<file path="src/rtl/gtx_link_init_if.sv">
// Signal bundle between the GTX link init controller, the GTX wrapper and the link layer.
interface gtx_link_init_if;
    logic       start;
    logic       cplllock;
    logic       tx_fsm_done;
    logic       rx_fsm_done;
    logic       txcomfinish;
    logic       rxcominitdet;
    logic       rxcomwakedet;
    logic       rxelecidle;
    logic       cpllreset;
    logic       gttxreset;
    logic       gtrxreset;
    logic       txuserrdy;
    logic       rxuserrdy;
    logic       data_valid;
    logic       txelecidle;
    logic       txcominit;
    logic       txcomwake;
    logic       link_up;
    logic       err;
    logic [3:0] state;

    // Controller side.
    modport master (
        input  start, cplllock, tx_fsm_done, rx_fsm_done, txcomfinish,
               rxcominitdet, rxcomwakedet, rxelecidle,
        output cpllreset, gttxreset, gtrxreset, txuserrdy, rxuserrdy, data_valid,
               txelecidle, txcominit, txcomwake, link_up, err, state
    );

    // GTX wrapper / link layer side.
    modport slave (
        output start, cplllock, tx_fsm_done, rx_fsm_done, txcomfinish,
               rxcominitdet, rxcomwakedet, rxelecidle,
        input  cpllreset, gttxreset, gtrxreset, txuserrdy, rxuserrdy, data_valid,
               txelecidle, txcominit, txcomwake, link_up, err, state
    );
endinterface

</file>
<file path="src/rtl/gtx_link_init_ctrl.sv">
// GTX power-up reset sequencing and SATA host OOB (COMRESET/COMWAKE) exchange with retry.
module gtx_link_init_ctrl #(
    parameter int unsigned CPLL_RST_CYC = 16,
    parameter int unsigned LOCK_TMO_CYC = 65536,
    parameter int unsigned DV_DLY_CYC   = 1024,
    parameter int unsigned OOB_TMO_CYC  = 32768,
    parameter int unsigned RETRY_MAX    = 4
) (
    input  logic            clk,
    input  logic            rst,
    gtx_link_init_if.master bus_io
);

    localparam int unsigned MaxA   = (CPLL_RST_CYC > LOCK_TMO_CYC) ? CPLL_RST_CYC : LOCK_TMO_CYC;
    localparam int unsigned MaxB   = (DV_DLY_CYC > OOB_TMO_CYC) ? DV_DLY_CYC : OOB_TMO_CYC;
    localparam int unsigned MaxCyc = (MaxA > MaxB) ? MaxA : MaxB;
    localparam int unsigned CntW   = (MaxCyc > 1) ? $clog2(MaxCyc) : 1;

    typedef logic [CntW-1:0] cnt_t;

    localparam cnt_t CpllLast = cnt_t'(CPLL_RST_CYC - 1);
    localparam cnt_t LockLast = cnt_t'(LOCK_TMO_CYC - 1);
    localparam cnt_t DvLast   = cnt_t'(DV_DLY_CYC - 1);
    localparam cnt_t OobLast  = cnt_t'(OOB_TMO_CYC - 1);

    typedef enum logic [3:0] {
        StIdle     = 4'd0,
        StCpllRst  = 4'd1,
        StWaitLock = 4'd2,
        StGtRst    = 4'd3,
        StWaitDone = 4'd4,
        StSendInit = 4'd5,
        StWaitInit = 4'd6,
        StSendWake = 4'd7,
        StWaitWake = 4'd8,
        StWaitIdle = 4'd9,
        StLinkUp   = 4'd10,
        StError    = 4'd11
    } state_e;

    state_e     state_q, state_d, oob_fail;
    cnt_t       cnt_q, cnt_d;
    logic [3:0] retry_q, retry_d;
    logic       fin_q, fin_d;    // txcomfinish seen in WAIT_INIT
    logic       done_q, done_d;  // both reset FSMs done; cnt_q now times the data-valid delay
    logic       dv_q, dv_d;

    logic cpllreset_q, cpllreset_d, gtrst_q, gtrst_d, userrdy_q, userrdy_d;
    logic txelecidle_q, txelecidle_d, txcominit_q, txcominit_d, txcomwake_q, txcomwake_d;
    logic link_up_q, link_up_d, err_q, err_d;

    // Next-state, timeout counter, retry count and qualification flags.
    always_comb begin
        state_d  = state_q;
        cnt_d    = cnt_q + 1'b1;
        retry_d  = retry_q;
        fin_d    = fin_q;
        done_d   = done_q;
        dv_d     = dv_q;
        oob_fail = (retry_q < 4'(RETRY_MAX)) ? StSendInit : StError;

        unique case (state_q)
            StIdle: begin
                cnt_d = '0;
                if (bus_io.start) begin
                    state_d = StCpllRst;
                    retry_d = '0;
                end
            end
            StCpllRst:  if (cnt_q == CpllLast) state_d = StWaitLock;
            StWaitLock: begin
                if (bus_io.cplllock)       state_d = StGtRst;
                else if (cnt_q == LockLast) state_d = StError;
            end
            StGtRst:    state_d = StWaitDone;
            StWaitDone: begin
                if (dv_q) begin
                    state_d = StSendInit;
                end else if (done_q) begin
                    if (cnt_q == DvLast) dv_d = 1'b1;
                end else if (bus_io.tx_fsm_done && bus_io.rx_fsm_done) begin
                    done_d = 1'b1;
                    cnt_d  = '0;
                end else if (cnt_q == LockLast) begin
                    state_d = StError;
                end
            end
            StSendInit: begin
                retry_d = retry_q + 4'd1;
                state_d = StWaitInit;
            end
            StWaitInit: begin
                if (bus_io.txcomfinish) fin_d = 1'b1;
                if (bus_io.rxcominitdet && (fin_q || bus_io.txcomfinish)) state_d = StSendWake;
                else if (cnt_q == OobLast)                                state_d = oob_fail;
            end
            StSendWake: state_d = StWaitWake;
            StWaitWake: begin
                // A fresh COMINIT restarts the wake phase without costing a retry.
                if (bus_io.rxcomwakedet)      state_d = StWaitIdle;
                else if (bus_io.rxcominitdet) state_d = StSendWake;
                else if (cnt_q == OobLast)    state_d = oob_fail;
            end
            StWaitIdle: begin
                if (!bus_io.rxelecidle)    state_d = StLinkUp;
                else if (cnt_q == OobLast) state_d = oob_fail;
            end
            StLinkUp: begin
                cnt_d = '0;
                if (!bus_io.cplllock) state_d = StError;
            end
            StError: begin
                cnt_d = '0;
                if (bus_io.start) begin
                    state_d = StCpllRst;
                    retry_d = '0;
                end
            end
            default: state_d = StIdle;
        endcase

        if (state_d != state_q) begin
            cnt_d  = '0;
            fin_d  = 1'b0;
            done_d = 1'b0;
        end
        if (state_d == StError) dv_d = 1'b0;
    end

    // Output decode from the next state so the registered outputs track state_q.
    always_comb begin
        cpllreset_d  = (state_d == StIdle) || (state_d == StCpllRst) || (state_d == StError);
        gtrst_d      = cpllreset_d || (state_d == StWaitLock);
        userrdy_d    = !gtrst_d;
        txelecidle_d = (state_d != StLinkUp);
        txcominit_d  = (state_d == StSendInit);
        txcomwake_d  = (state_d == StSendWake);
        link_up_d    = (state_d == StLinkUp);
        err_d        = (state_d == StError);
    end

    // State, counter and flag registers.
    always_ff @(posedge clk) begin
        if (rst) begin
            state_q <= StIdle;
            cnt_q   <= '0;
            retry_q <= '0;
            fin_q   <= 1'b0;
            done_q  <= 1'b0;
            dv_q    <= 1'b0;
        end else begin
            state_q <= state_d;
            cnt_q   <= cnt_d;
            retry_q <= retry_d;
            fin_q   <= fin_d;
            done_q  <= done_d;
            dv_q    <= dv_d;
        end
    end

    // Output registers.
    always_ff @(posedge clk) begin
        if (rst) begin
            cpllreset_q  <= 1'b1;
            gtrst_q      <= 1'b1;
            userrdy_q    <= 1'b0;
            txelecidle_q <= 1'b1;
            txcominit_q  <= 1'b0;
            txcomwake_q  <= 1'b0;
            link_up_q    <= 1'b0;
            err_q        <= 1'b0;
        end else begin
            cpllreset_q  <= cpllreset_d;
            gtrst_q      <= gtrst_d;
            userrdy_q    <= userrdy_d;
            txelecidle_q <= txelecidle_d;
            txcominit_q  <= txcominit_d;
            txcomwake_q  <= txcomwake_d;
            link_up_q    <= link_up_d;
            err_q        <= err_d;
        end
    end

    assign bus_io.cpllreset  = cpllreset_q;
    assign bus_io.gttxreset  = gtrst_q;
    assign bus_io.gtrxreset  = gtrst_q;
    assign bus_io.txuserrdy  = userrdy_q;
    assign bus_io.rxuserrdy  = userrdy_q;
    assign bus_io.data_valid = dv_q;
    assign bus_io.txelecidle = txelecidle_q;
    assign bus_io.txcominit  = txcominit_q;
    assign bus_io.txcomwake  = txcomwake_q;
    assign bus_io.link_up    = link_up_q;
    assign bus_io.err        = err_q;
    assign bus_io.state      = state_q;

endmodule

</file>
<file path="src/flat_wrapper.sv">
// flat-port wrapper written by rule: the top's interface ports become plain ports
module gtx_link_init_ctrl_flat 
#(
    parameter int unsigned CPLL_RST_CYC = 16,
    parameter int unsigned LOCK_TMO_CYC = 65536,
    parameter int unsigned DV_DLY_CYC   = 1024,
    parameter int unsigned OOB_TMO_CYC  = 32768,
    parameter int unsigned RETRY_MAX    = 4
)
  (clk, rst, bus_io_start, bus_io_cplllock, bus_io_tx_fsm_done, bus_io_rx_fsm_done, bus_io_txcomfinish, bus_io_rxcominitdet, bus_io_rxcomwakedet, bus_io_rxelecidle, bus_io_cpllreset, bus_io_gttxreset, bus_io_gtrxreset, bus_io_txuserrdy, bus_io_rxuserrdy, bus_io_data_valid, bus_io_txelecidle, bus_io_txcominit, bus_io_txcomwake, bus_io_link_up, bus_io_err, bus_io_state);
  gtx_link_init_if bus_io_i ();
  input  logic clk;
  input  logic rst;
  input wire logic [$bits(bus_io_i.start)-1:0] bus_io_start;
  input wire logic [$bits(bus_io_i.cplllock)-1:0] bus_io_cplllock;
  input wire logic [$bits(bus_io_i.tx_fsm_done)-1:0] bus_io_tx_fsm_done;
  input wire logic [$bits(bus_io_i.rx_fsm_done)-1:0] bus_io_rx_fsm_done;
  input wire logic [$bits(bus_io_i.txcomfinish)-1:0] bus_io_txcomfinish;
  input wire logic [$bits(bus_io_i.rxcominitdet)-1:0] bus_io_rxcominitdet;
  input wire logic [$bits(bus_io_i.rxcomwakedet)-1:0] bus_io_rxcomwakedet;
  input wire logic [$bits(bus_io_i.rxelecidle)-1:0] bus_io_rxelecidle;
  output wire logic [$bits(bus_io_i.cpllreset)-1:0] bus_io_cpllreset;
  output wire logic [$bits(bus_io_i.gttxreset)-1:0] bus_io_gttxreset;
  output wire logic [$bits(bus_io_i.gtrxreset)-1:0] bus_io_gtrxreset;
  output wire logic [$bits(bus_io_i.txuserrdy)-1:0] bus_io_txuserrdy;
  output wire logic [$bits(bus_io_i.rxuserrdy)-1:0] bus_io_rxuserrdy;
  output wire logic [$bits(bus_io_i.data_valid)-1:0] bus_io_data_valid;
  output wire logic [$bits(bus_io_i.txelecidle)-1:0] bus_io_txelecidle;
  output wire logic [$bits(bus_io_i.txcominit)-1:0] bus_io_txcominit;
  output wire logic [$bits(bus_io_i.txcomwake)-1:0] bus_io_txcomwake;
  output wire logic [$bits(bus_io_i.link_up)-1:0] bus_io_link_up;
  output wire logic [$bits(bus_io_i.err)-1:0] bus_io_err;
  output wire logic [$bits(bus_io_i.state)-1:0] bus_io_state;
  assign bus_io_i.start = bus_io_start;
  assign bus_io_i.cplllock = bus_io_cplllock;
  assign bus_io_i.tx_fsm_done = bus_io_tx_fsm_done;
  assign bus_io_i.rx_fsm_done = bus_io_rx_fsm_done;
  assign bus_io_i.txcomfinish = bus_io_txcomfinish;
  assign bus_io_i.rxcominitdet = bus_io_rxcominitdet;
  assign bus_io_i.rxcomwakedet = bus_io_rxcomwakedet;
  assign bus_io_i.rxelecidle = bus_io_rxelecidle;
  assign bus_io_cpllreset = bus_io_i.cpllreset;
  assign bus_io_gttxreset = bus_io_i.gttxreset;
  assign bus_io_gtrxreset = bus_io_i.gtrxreset;
  assign bus_io_txuserrdy = bus_io_i.txuserrdy;
  assign bus_io_rxuserrdy = bus_io_i.rxuserrdy;
  assign bus_io_data_valid = bus_io_i.data_valid;
  assign bus_io_txelecidle = bus_io_i.txelecidle;
  assign bus_io_txcominit = bus_io_i.txcominit;
  assign bus_io_txcomwake = bus_io_i.txcomwake;
  assign bus_io_link_up = bus_io_i.link_up;
  assign bus_io_err = bus_io_i.err;
  assign bus_io_state = bus_io_i.state;
  gtx_link_init_ctrl #(.CPLL_RST_CYC(CPLL_RST_CYC), .LOCK_TMO_CYC(LOCK_TMO_CYC), .DV_DLY_CYC(DV_DLY_CYC), .OOB_TMO_CYC(OOB_TMO_CYC), .RETRY_MAX(RETRY_MAX)) u_core (.clk(clk), .rst(rst), .bus_io(bus_io_i));
endmodule
</file>
<file path="config.mk">
export PLATFORM = sky130hd
export DESIGN_NAME = gtx_link_init_ctrl_flat
export DESIGN_NICKNAME = d
export VERILOG_FILES = /design/src/rtl/gtx_link_init_if.sv /design/src/rtl/gtx_link_init_ctrl.sv /design/src/flat_wrapper.sv
export SDC_FILE = /design/constraint.sdc
export NUM_CORES = 1
export LEC_CHECK = 0
export ABC_AREA = 1
export CORE_UTILIZATION = 37
export CTS_CLUSTER_DIAMETER = 200
export DETAILED_ROUTE_END_ITERATION = 8
export DONT_BUFFER_PORTS = 1
export PLACE_DENSITY_LB_ADDON = 0.25
export SLEW_MARGIN = 40
export SYNTH_ARGS = -nofsm -noshare
export SYNTH_HDL_FRONTEND = slang
export SYNTH_SLANG_ARGS = --single-unit
</file>
<file path="constraint.sdc">
create_clock -name clk -period 2.08 [get_ports clk]
set_input_delay 0.416 -clock clk [delete_from_list [all_inputs] [get_ports clk]]
set_output_delay 0.416 -clock clk [all_outputs]
set_load 0.02 [all_outputs]
</file>
# Yosys cells after proc, flatten, opt, wreduce, memory -nomap -nowiden
# Cells that the tools add are included.
# op_classes
bitwise	1
magnitude_cmp	1
mux	26
n_eq_ne	24
add_sub_neg	2
n_reduce_logical	17
# op_table
cell	n
4-bit 2-to-1 mux	15
16-bit 2-to-1 mux	3
4-bit case mux with 11 select lines	1
16-bit case mux with 2 select lines	1
4-bit by 3-bit == test with 1-bit output, second input constant	6
4-bit == test, second input constant	6
16-bit by 1-bit adder with 16-bit output, second input constant	1
16-bit by 10-bit == test with 1-bit output, second input constant	1
16-bit by 15-bit == test with 1-bit output, second input constant	1
16-bit == test, second input constant	1
16-bit by 4-bit == test with 1-bit output, second input constant	1
4-bit by 2-bit == test with 1-bit output, second input constant	3
4-bit by 1-bit == test with 1-bit output, second input constant	2
4-bit zero test	2
4-bit case mux with 2 select lines	1
2-bit AND reduction	3
2-bit OR reduction	3
1-bit 2-to-1 mux	5
4-bit by 1-bit adder with 4-bit output, second input constant	1
1-bit logical OR	4
4-bit by 3-bit < comparator with 1-bit output, second input constant	1
4-bit != test	1
4-bit != test, second input constant	1
3-bit OR reduction	1
other kinds (5)	6
# word_totals
word_cells	85
output_inout_bits	15
ff_bits	35
inputBits	10

# Longest topological paths before layout
# Gate-level depths: netlist (run 1).
# logic_depth
ltp_word	11
depth_mapped	17
mapped_depth_nobuf	16

# Worst setup path before layout (run 1)
# OpenSTA, ideal clock, no wires.
# synth_timing
kind	flip-flop to flip-flop
startpoint	register u_core.state_q[2], in the netlist u_core.bus_io.state[2]
endpoint	register u_core.cnt_q[8]
required_time_ns	1.956
slack_ns	0.155
synth_period_minus_slack_ns	1.925
stages_incl_launch_ff	16
setup_ns	0.124
t_arrival_ns	1.801
path_buffers	2
cell_sequence	dfxtp_1 -> buf_2 -> nor2_2 -> nand3b_1 -> nand2_1 -> nor2_1 -> nand2_2 -> nor2_2 -> nand2_2 -> nor2_2 -> nand2_2 -> nand2_2 -> nand2_2 -> nand3_4 -> buf_12 -> nor2_4
# synth_via
elab_chain_cells	7
elab_cells_between_ends	31
classes_between	eq/ne: 12; mux: 15; reduce/logical: 4
# synth_lines
element	line	source
start, declared	gtx_link_init_ctrl.sv:41	state_e state_q, state_d, oob_fail;
start signal, assigned	gtx_link_init_ctrl.sv:145	state_q <= StIdle;
start signal, assigned	gtx_link_init_ctrl.sv:152	state_q <= state_d;
4-bit 2-to-1 mux	gtx_link_init_ctrl.sv:73, gtx_link_init_ctrl.sv:84	
4-bit 2-to-1 mux	gtx_link_init_ctrl.sv:81	end else if (bus_io.tx_fsm_done && bus_io.rx_fsm_done) begin
4-bit 2-to-1 mux	gtx_link_init_ctrl.sv:79	end else if (done_q) begin
4-bit 2-to-1 mux	gtx_link_init_ctrl.sv:77	if (dv_q) begin
4-bit case mux with 11 select lines	gtx_link_init_ctrl.sv:62	unique case (state_q)
4-bit != test	gtx_link_init_ctrl.sv:122	if (state_d != state_q) begin
2-bit OR reduction (no source line)	-	
end signal, assigned	gtx_link_init_ctrl.sv:153	cnt_q <= cnt_d;
end, declared	gtx_link_init_ctrl.sv:42	cnt_t cnt_q, cnt_d;
# Parallel ways exist; a longest one is shown, timed or not.
# A chain may end at the register's enable or synchronous reset.

# Worst setup path in the final report (run 1)
# layout_timing
startpoint	register u_core.cnt_q[1]
endpoint	register u_core.cnt_q[10]
# layout_via
elab_chain_cells	8
elab_cells_between_ends	22
classes_between	add/sub: 1; eq/ne: 4; mux: 16; reduce/logical: 1
# layout_lines
element	line
16-bit == test	gtx_link_init_ctrl.sv:73, gtx_link_init_ctrl.sv:84
4-bit 2-to-1 mux	gtx_link_init_ctrl.sv:73, gtx_link_init_ctrl.sv:84
4-bit 2-to-1 mux	gtx_link_init_ctrl.sv:81
4-bit 2-to-1 mux	gtx_link_init_ctrl.sv:79
4-bit 2-to-1 mux	gtx_link_init_ctrl.sv:77
4-bit case mux with 11 select lines	gtx_link_init_ctrl.sv:62
4-bit != test	gtx_link_init_ctrl.sv:122
2-bit OR reduction (no source line)	-
# Parallel ways exist; a longest one is shown, timed or not.

==> qor.yml, run 1 <==
setup_path:
  cp-start-kind: "register"
  path_cells: "ha_4 > nand2_2 > nor2_4 > nand2_4 > nor2_4 > nand3_4 > nand2_2 > nand2_2 > nand2_2 > nor2_4 > nand2_2 > nand2_2 > nand2_2 > nand3_4 > clkbuf_16 > nor2_4"
  cp_slowest_stage_delay_ps: 350
  required_ps: 2310
  cp_top_family: "simple AND/OR/NAND/NOR gates"
  slowest_stage: "dfxtp_2"
  cp_max_fo: 5
  critPathCaptureType: "register"
  arrival_ps: 2260
  r2r_slack_ps: 50
  path_class: "register to register"
  path_buf_inv: 1
  crit_top_cell: "nand2_2"
synthesis:
  synth_common_cells: "nand2_1, nor2_1, dfxtp_1, inv_1, nand3_1"
  synth_top_area_share_pct: 31.44
  synth_edf_count: 0
  synth.most_common_cell: "nand2_1"
  syn_area_mm2: 0.002228
  netlist_instances: 326
  synth_mux_area_share_pct: 0
  synth-seq-cells: 35
  async_flop_share_pct: 0
  yosysSeqAreaShare_pct: 31.44
  synth_top_family_by_area: "simple AND/OR/NAND/NOR gates"
  syn_nets: 338
  yosysWarnings: 0
  synth_top_area_cell: "dfxtp_1"
  synth_fa_ha_area_share_pct: 1.123
  ys.flop_type: "dfxtp_1"
  synth_simple_gate_area_share_pct: 50.20
  avgSynthCellArea_um2: 6.836
  synth_compound_area_share_pct: 7.299
  synth_area_leaders: "dfxtp_1, nand2_1, nor2_1, nor2_4, inv_1"
  synthXorXnorAreaFrac_pct: 1.179
  synth_cell_type_count: 38
finish:
  area_growth_pct: 19.32
  antenna-diode-count: 0
  fill_cells: 550
  final_util_pct: 47.13
  multi_input_area_mm2: 0.001414
  regMostFlops: "u_core.cnt_q"
  drive_gt1_share_pct: 30.29
  seq_area_um2: 709.4
  largest_reg_flops: 16
  nNetsFinal: 361
sta:
  max_freq_mhz: 493.6
  finalSetupViolations: 0
  finalClockSkew_ps: 6.355
  finalSetupTns_ps: 0
  fin_crit_ps: 2026
  slew-limit-headroom_pct: 73.30
  tightest_slew_ps: 400.0
  hold_violations: 0
  fin_crit_sh_pct: 97.41
  final_max_slew_viol_count: 0
cts:
  worstSkewPairLatency_ps: 290
  htree_levels: 2
  clock_sinks: 35
  numCtsBuffers: 5
  clk_path_buf_depth: 2
  ctsHoldBuffers: 0
  clkTransAtPathRegs_ps: 70
  cts-root-buf: "clkbuf_8"
  cts_tree: "yes"
place:
  place.gp.congestion: 0.9133
  dp_hpwl_mm: 4.187
  portBuffers: 0
power:
  powerDensity_mw_per_mm2: 489.5
  peakVddDrop_mv: 0.2460
  p_leak_uw: 0.001215
drt:
  drc: 0
  first_pass_iters: 4
  ant_nets: 0
  drt_wl_total_mm: 5.696
  post_drt_wl_per_cell_um: 13.50
  avgViaCountPerCell: 4.941
  drt-initial-drc-count: 206
  num_vias: 2085
grt:
  grt_usage_pct: 17.87
  top_usage_layer: "met2"
  grt_pass1_vias: 1812
  use_met1_pct: 24.53
  met3_usage_pct: 3.886
  antenna_found_initial: 0
  grt_max_degree: 19
  overflow: 0
  grt_pass1_wl_mm: 8.473
  grtUsageMet2_pct: 26.92
floorplanning:
  die_x_um: 79.61
  die_h_um: 79.61
  io_pins: 25
  die-area_mm2: 0.006337
  core.rowCount: 27
  coreArea_mm2: 0.005642
  start_util_pct: 39.50
status:
  outcome: "completed"
worst_hold_path:
  hold_path.class: "input pin to register"
run:
  drv_cap: 0
[worst register-to-register path, cell delays in order (launching register included)]
cell	delay [ps]
dfxtp_2	350
ha_4	140
nand2_2	70
nor2_4	130
nand2_4	90
nor2_4	170
nand3_4	110
nand2_2	100
nand2_2	50
nand2_2	90
nor2_4	50
nand2_2	70
nand2_2	50
nand2_2	80
nand3_4	140
clkbuf_16	210
nor2_4	70
[report_power, final]
group	switching, µW	internal [µW]	leakage (µW)
clock network	247	235	0.0000422
logic	83.1	58.4	0.000887
registers	4.84	673	0.000286
[cells by family (layout without fill, tap and decap cells)]
logic type | Yosys count | in the layout
AO/OA/AOI/OAI | 28 | 28
buffers and inverters | 45 | 69
adder cells (fa/ha/maj) | 2 | 2
AND/OR/NAND/NOR | 213 | 213
XOR/XNOR | 3 | 3
flip-flops | 35 | 35
[cell type report]
class                           instances  area share (%)
Multi-Input combinational cell        246           53.18
Clock inverter                          1          0.1882
Timing Repair Buffer                   22           8.141
Inverter                               39           5.553
Tap cell                               72           3.388
Sequential cell                        35           26.68
Clock buffer                            7           2.871
[layout by cell type (no fill, tap or decap), types with 6 or more instances in the layout]
master / instances
nand3_1: 19
nand4_1: 6
inv_1: 31
nand2_1: 68
dfxtp_1: 28
dfxtp_2: 7
buf_4: 18
o21ai_0: 8
nor2_4: 16
nor2_2: 12
nor2_1: 48
a21oi_1: 13
nand2_2: 16
inv_2: 6
[per-layer routing]
metal  up-vias  routed length (µm)
li1       1077                   -
met1       934                2632
met2        64                2555
met3        10                 396
met4         0                 112
met5         -                   0
[worst paths after layout]
check,cells after the start,to,startpoint
min reg2reg,2,u_core.retry_q[1],u_core.retry_q[1]
min,1,u_core.bus_io.state[2],rst
max reg2reg,16,u_core.cnt_q[10],u_core.cnt_q[1]
max,16,u_core.cnt_q[10],u_core.cnt_q[1]
[repair_timing]
item	4_1_cts	5_1_grt
gates cloned	0	3
gates resized for setup	1	27
setup endpoints to repair	1	29
endpoints found under the hold margin	0	0
pin swaps	0	11
setup buffers	0	2
[metrics by stage]
stage                     instances  hold slack (ps)  power (µW)  cell area (µm²)  setup WS, ps
after floorplan                 326            454.0       775.2             2228         155.1
after global placement          409            476.4       802.7             2411         71.30
after detailed placement        409            468.6       803.1             2411         5.258
after CTS                       417            175.4        1289             2495         5.925
after global routing            422            178.4        1353             2659        -57.57
final                           422            187.1        1302             2659         53.93
(Power assumes the default switching activity.)
==> run 2, diff against run 1 <==
--- a/config.mk
+++ b/config.mk
@@ -6,6 +6,7 @@
 export NUM_CORES = 1
 export LEC_CHECK = 0
 export ABC_AREA = 1
+export ABC_CLOCK_PERIOD_IN_PS = 2080
 export CORE_UTILIZATION = 37
 export CTS_CLUSTER_DIAMETER = 200
 export DETAILED_ROUTE_END_ITERATION = 8
==> results of run 2 <==
Final layout, timing and power as in run 1 (identical DEF).
